[config.mk]
export PLATFORM = sky130hd
export DESIGN_NAME = shared_net_arbiter
export DESIGN_NICKNAME = d
export VERILOG_FILES = /design/src/rtl/shared_net_arbiter.sv
export SDC_FILE = /design/constraint.sdc
export NUM_CORES = 1
export LEC_CHECK = 0
export ABC_AREA = 1
export CAP_MARGIN = 20
export CORE_ASPECT_RATIO = 1.2
export CORE_MARGIN = 2
export CORE_UTILIZATION = 40
export CTS_BUF_LIST = sky130_fd_sc_hd__clkbuf_4
export DETAILED_ROUTE_END_ITERATION = 10
export DONT_BUFFER_PORTS = 1
export GPL_TIMING_DRIVEN = 0
export PLACE_DENSITY_LB_ADDON = 0.08
export SLEW_MARGIN = 20
export SYNTH_ARGS = -nofsm -noshare
export SYNTH_HDL_FRONTEND = slang
export SYNTH_SLANG_ARGS = --single-unit
[constraint.sdc]
create_clock -name clk -period 2.3 [get_ports clk]
set_clock_uncertainty 0.15 [all_clocks]
set_input_delay 0.46 -clock clk [delete_from_list [all_inputs] [get_ports clk]]
set_output_delay 0.46 -clock clk [all_outputs]
set_load 0.01 [all_outputs]
[src/rtl/shared_net_arbiter.sv]
// ============================================================================
// Module   : shared_net_arbiter
// Purpose  : Round-robin owner selection for one shared WIDTH-bit net, with
//            registered data drive, idle pull pattern and turnaround bubble.
// Revision : 1.0
// ============================================================================
`default_nettype none

module shared_net_arbiter #(
    parameter int NUM_REQ  = 4,
    parameter int WIDTH    = 8,
    parameter int IDLE_VAL = 1,
    parameter int MAX_HOLD = 16,
    parameter int INVERT   = 0
) (
    input  logic                          clk,
    input  logic                          rst,
    input  logic [NUM_REQ-1:0]            req,
    input  logic [NUM_REQ-1:0]            last,
    input  logic [NUM_REQ*WIDTH-1:0]      data,
    output logic [NUM_REQ-1:0]            grant,
    output logic [$clog2(NUM_REQ)-1:0]    owner,
    output logic [WIDTH-1:0]              net_out,
    output logic                          net_valid,
    output logic                          timeout_pulse
);

    localparam int OW = $clog2(NUM_REQ);
    localparam int CW = $clog2(MAX_HOLD);
    localparam logic [WIDTH-1:0]   IDLE_PAT  = (IDLE_VAL != 0) ? {WIDTH{1'b1}} : {WIDTH{1'b0}};
    localparam logic [CW-1:0]      HOLD_LAST = CW'(MAX_HOLD - 1);
    localparam logic [OW-1:0]      PTR_INIT  = OW'(NUM_REQ - 1);
    localparam logic [NUM_REQ-1:0] ONE_HOT0  = NUM_REQ'(1);

    typedef enum logic [1:0] {
        S_IDLE = 2'd0,
        S_OWN  = 2'd1,
        S_TURN = 2'd2
    } state_t;

    state_t          state;
    logic [OW-1:0]   ptr;
    logic [CW-1:0]   hold_cnt;

    logic [OW-1:0]   sel;
    logic            sel_valid;
    logic [WIDTH-1:0] owner_data;
    logic [WIDTH-1:0] beat;
    logic            req_own;
    logic            last_own;
    logic            hold_expired;

    // Rotating search: walk from farthest to nearest so the nearest set bit after ptr wins.
    always_comb begin
        sel       = '0;
        sel_valid = 1'b0;
        for (int k = NUM_REQ; k >= 1; k--) begin
            if (req[(int'(ptr) + k) % NUM_REQ]) begin
                sel       = OW'((int'(ptr) + k) % NUM_REQ);
                sel_valid = 1'b1;
            end
        end
    end

    always_comb begin
        owner_data   = data[int'(owner)*WIDTH +: WIDTH];
        beat         = (INVERT != 0) ? ~owner_data : owner_data;
        req_own      = req[owner];
        last_own     = last[owner];
        hold_expired = (hold_cnt == HOLD_LAST);
    end

    always_ff @(posedge clk) begin
        if (rst) begin
            state         <= S_IDLE;
            grant         <= '0;
            owner         <= '0;
            net_out       <= IDLE_PAT;
            net_valid     <= 1'b0;
            timeout_pulse <= 1'b0;
            ptr           <= PTR_INIT;
            hold_cnt      <= '0;
        end else begin
            timeout_pulse <= 1'b0;
            case (state)
                S_IDLE: begin
                    net_out   <= IDLE_PAT;
                    net_valid <= 1'b0;
                    if (sel_valid) begin
                        grant    <= ONE_HOT0 << sel;
                        owner    <= sel;
                        hold_cnt <= '0;
                        state    <= S_OWN;
                    end
                end
                S_OWN: begin
                    hold_cnt <= hold_cnt + 1'b1;
                    if (!req_own) begin
                        // Owner vanished without a final beat: drive idle immediately.
                        net_out   <= IDLE_PAT;
                        net_valid <= 1'b0;
                        grant     <= '0;
                        ptr       <= owner;
                        state     <= S_TURN;
                    end else begin
                        net_out   <= beat;
                        net_valid <= 1'b1;
                        if (last_own || hold_expired) begin
                            grant <= '0;
                            ptr   <= owner;
                            state <= S_TURN;
                        end
                        if (!last_own && hold_expired) begin
                            timeout_pulse <= 1'b1;
                        end
                    end
                end
                S_TURN: begin
                    net_out   <= IDLE_PAT;
                    net_valid <= 1'b0;
                    state     <= S_IDLE;
                end
                default: begin
                    grant     <= '0;
                    net_out   <= IDLE_PAT;
                    net_valid <= 1'b0;
                    state     <= S_IDLE;
                end
            endcase
        end
    end

endmodule

`default_nettype wire

### Word-level counts from Yosys, hierarchy flattened

Index checks and enable logic that the tools add are counted.

| storage, ports and cells | value |
|---|---|
| register bits after elaboration | 24 |
| input bits | 42 |
| output and inout port bits | 16 |

| operators by class | value |
|---|---|
| add/subtract/negate cells | 5 |
| $lt $le $gt $ge | 5 |
| eq/ne operators | 6 |
| shifts and indexed selects | 2 |
| muxes and demuxes | 38 |
| bitwise logic cells | 7 |
| reductions and logical operators | 16 |

Operators with widths:

| kind | number |
|---|---|
| 32-bit by 6-bit indexed part select with 8-bit output | 1 |
| 2-bit 2-to-1 mux | 9 |
| 3-bit by 4-bit < comparator with 1-bit output, second input constant | 4 |
| 1-bit 2-to-1 mux | 16 |
| 4-bit 2-to-1 mux | 4 |
| 1-bit binary-select mux with 2-bit select | 6 |
| 4-bit case mux with 3 select lines | 1 |
| 2-bit OR reduction | 5 |
| 4-bit case mux with 2 select lines | 1 |
| 2-bit AND reduction | 4 |
| 2-bit by 1-bit adder with 2-bit output, second input constant | 2 |
| 2-bit adder, second input constant | 2 |
| 4-bit by 1-bit adder with 4-bit output, second input constant | 1 |
| 1-bit bitwise AND, first input constant | 4 |
| 4-bit equality test, second input constant | 1 |
| 2-bit case mux with 2 select lines | 1 |
| 1-bit by 2-bit left shift with 4-bit output, first input constant | 1 |
| 2-bit by 3-bit < comparator with 1-bit output, second input constant | 1 |
| 3-bit inequality test, second input constant | 1 |
| 1-bit inverter | 3 |
| 3-bit AND reduction | 1 |
| 3-bit OR reduction | 1 |
| 2-bit by 1-bit equality test with 1-bit output, second input constant | 1 |
| 2-bit equality test, second input constant | 1 |
| 7 further kinds | 7 |

### Logic depth before layout (Yosys ltp)

| depth | value |
|---|---|
| depth in word-level cells | 13 |
| gate-level depth with buffers | 13 |
| depth with buffers taken out | 12 |

### Least setup slack after synthesis

Ideal clock, no wire load.

| timing | value |
|---|---|
| kind | reg2reg |
| start | reg owner[0] |
| end | reg grant[0] |
| arrival | 1273 ps |
| slack | 806 ps |
| stages on the path, launching flop included | 12 |
| buffers on the path | 1 |
| clock period less this slack | 1494 ps |
| path through | dfxtp_1 > inv_2 > buf_6 > nand2_1 > nand2_1 > nand2_1 > nand2_2 > nor2_4 > nand3_2 > nand3_2 > nand2_1 > a21oi_1 |

| between the ends | value |
|---|---|
| longest elaborated chain between the ends | 5 |

Ends and longest elaborated chain:

| element | line | text |
|---|---|---|
| start, declared | 22 | `output logic [$clog2(NUM_REQ)-1:0] owner,` |
| start signal, assigned | 91 | `owner <= sel;` |
| 1-bit binary-select mux with 2-bit select | 69 | `last_own = last[owner];` |
| 1-bit 2-to-1 mux (implied by the code) | 69 |  |
| 1-bit logical OR | 108 | `if (last_own \|\| hold_expired) begin` |
| 3-bit inequality test (no source line) | - |  |
| 3-bit AND reduction (no source line) | - |  |
| end signal, assigned | 90 | `grant <= ONE_HOT0 << sel;` |
| end, declared | 21 | `output logic [NUM_REQ-1:0] grant,` |

Several ways; a longest one is shown, not always the timed one. The select of a mux whose other input is x is not followed.
A chain may end at the register's enable or synchronous reset.

### Worst setup path after layout

| timing | value |
|---|---|
| start | reg owner[1] |
| end | reg grant[3] |

Same word-level chain as after synthesis.

==> flow_summary.yaml <==
outcome:
  status: "finished clean"
route:
  route.vias.total: 1344
  routedWlPerCell_um: 13.6
  drtAntennaViolNets: 0
  drt_wl_total_um: 3370
  drc: 0
  dr.pass1.iters: 4
  drtIter0Drc: 55
  vias_per_cell: 5.42
floorplan:
  num_rows: 23
  ioPinCount: 58
  coreArea_um2: 3340
  die_w_um: 58.0
  initial_core_util_pct: 41.9
  die-area_um2: 3990
  die_height_um: 68.8
critical_path:
  path_max_fanout: 10
  endpoint_kind: "register"
  path_class: "reg2reg"
  cp.required_ns: 2.36
  r2r_cells: 9
  critPathArrivalTime_ns: 1.82
  worstSetupStartpointType: "register"
job:
  drv_cap: 0
synth:
  ys_top_cells_by_area: "dfxtp_1 34%, nand2_1 14%, o21ai_0 6.8%"
  synth.distinct_cells: 26
  syn-num-nets: 250
  yosys_warnings: 0
  yosysTopAreaCellShare_pct: 34.3
  yosysTopAreaCell: "dfxtp_1"
  ys_ff_latch: 24
  avgSynthCellArea_um2: 6.76
  netlist_instances: 207
  synthesis.area_um2: 1400
  seq_area_frac_synth_pct: 34.3
sta:
  post-route-min-period_ns: 1.76
  finalCritPeriodShare_pct: 76.6
  setup_viol: 0
  rsz0062_at_grt: "false"
  slew_headroom_pct: 69.9
  tightest_slew_ns: 0.451
  report.final.slew_viol_count: 0
  setup_tns_ns: 0
  hold_viol: 0
  max_clock_freq_mhz: 567
clock_network:
  insertion_delay_ns: 0.32
  cts_root_buffer: "clkbuf_4"
  post_cts_buffers: 0
  hold_buffers: 0
  clock-sinks: 24
  clk_pin_slew_ns: 0.14
  clockBufferDepth: 2
  h-tree-depth: 1
  cts_tree: "built"
  cts_resized: 0
  numCtsBuffers: 3
grt:
  grt_max_degree: 15
  gr-total-overflow: 0
  grt.total_usage_pct: 18.9
  antenna_found_initial: 0
  grt_pass1_wl_um: 5800
  grt_pass1_vias: 1357
layout:
  final_cell_area_um2: 1500
  nets: 255
  drive_above_1_share_pct: 14.7
  antenna_cells: 0
  area_growth_pct: 7.07
place:
  port_buffers: 0
  placed_area_um2: 1450
  hpwlAfterDp_um: 2670
  gp_congestion: 0.755
power_and_ir_drop:
  p_per_area_nw_per_um2: 1320
  power.leakage_uw: 0.000659
  peakVddDrop_mv: 0.693
min_path:
  min_path_cells: 2
  hold_class: "in2reg"
## synthesized netlist by cell type
| library cell | count |
|---|---|
| a21oi_1 | 9 |
| nor2_4 | 4 |
| nand3_1 | 15 |
| o21a_1 | 1 |
| and3_1 | 1 |
| nand3_2 | 2 |
| dfxtp_1 | 24 |
| inv_6 | 1 |
| a211oi_1 | 1 |
| nand2_1 | 52 |
| or2_0 | 1 |
| inv_2 | 4 |
| nor2_1 | 24 |
| nor2_2 | 1 |
| nand2_2 | 10 |
| o21ai_0 | 19 |
| nand2_4 | 1 |
| buf_4 | 1 |
| o221ai_1 | 8 |
| buf_6 | 2 |
| a21oi_2 | 1 |
| ha_1 | 1 |
| o211ai_1 | 2 |
| nor4_1 | 1 |
| clkbuf_1 | 5 |
| inv_1 | 16 |
## per-stage QoR
step / power [uW] / worst slack, ns / hold slack (ns) / utilization [%] / instances
after floorplan: 1460 / 0.806 / 0.296 / - / 207
after global placement: 1650 / 0.589 / 0.322 / 43.3 / 244
after detailed placement: 1680 / 0.527 / 0.318 / 43.3 / 244
after CTS: 1990 / 0.514 / 0.170 / 44.9 / 248
after global routing: 2180 / 0.343 / 0.167 / 44.9 / 248
final: 1980 / 0.537 / 0.175 / 44.9 / 248
## placed cells by master (no fill, tap or decap), types with 2 or more instances in the layout
cell type / n
o221ai_1: 8
a21oi_1: 9
nand3_1: 15
nor2_1: 24
clkbuf_1: 5
dfxtp_1: 24
o21ai_0: 19
nor2_4: 4
o211ai_1: 2
nand2_2: 10
clkbuf_4: 3
buf_6: 2
inv_1: 16
nand3_2: 2
nand2_1: 52
inv_2: 4
## state kept, by name, summed over array words and instances, names as in the netlist
| register | count |
|---|---|
| hold_cnt | 4 |
| timeout_pulse | 1 |
| net_valid | 1 |
| net_out | 8 |
| ptr | 2 |
| state | 2 |
| owner | 2 |
| grant | 4 |
## layout make-up
type,instances,area (um^2)
fillers,359,1840
multi-input cells,154,786
flip-flops and latches,24,480
inverters,21,83.8
plain buffers,8,48.8
well taps,37,46.3
clock inverters,1,30.0
clock buffers,3,22.5
## critical path: stages (launching register included)
cell and delay (ns):
dfxtp_1 0.39, inv_1 0.09, clkbuf_1 0.36, nand3_1 0.16, nand2_2 0.12, nor2_4 0.04
nand3_2 0.08, nand3_2 0.12, nand2_1 0.08, a21oi_1 0.06
## layer usage
metal	vias up	share of wire (%)	global-route usage (%)
li1	694	-	-
met4	0	1.4	6.40
met3	5	5.5	3.17
met2	44	50	35.4
met1	601	43	21.9
met5	-	0	0
## cells by family after synthesis
logic type,Yosys count,share of synthesized area [%]
flops,24,34.3
simple gates,112,37.5
compound gates,41,17.8
fa+ha+maj,1,0.894
buf+inv,29,9.48
## final timing paths
path | from | endpoint | slack, ns
max | owner[1] | grant[3] | 0.54
min | data[14] | net_out[6] | 0.18
max reg2reg | owner[1] | grant[3] | 0.54
min reg2reg | hold_cnt[0] | hold_cnt[0] | 0.34
## where the power goes
part | switching (uW) | leakage [uW] | internal, uW
sequential | 97.7 | 0.000196 | 510
combinational | 713 | 0.000435 | 347
clock | 134 | 0.0000279 | 176
No activity file was read; power rests on OpenSTA's default activity.
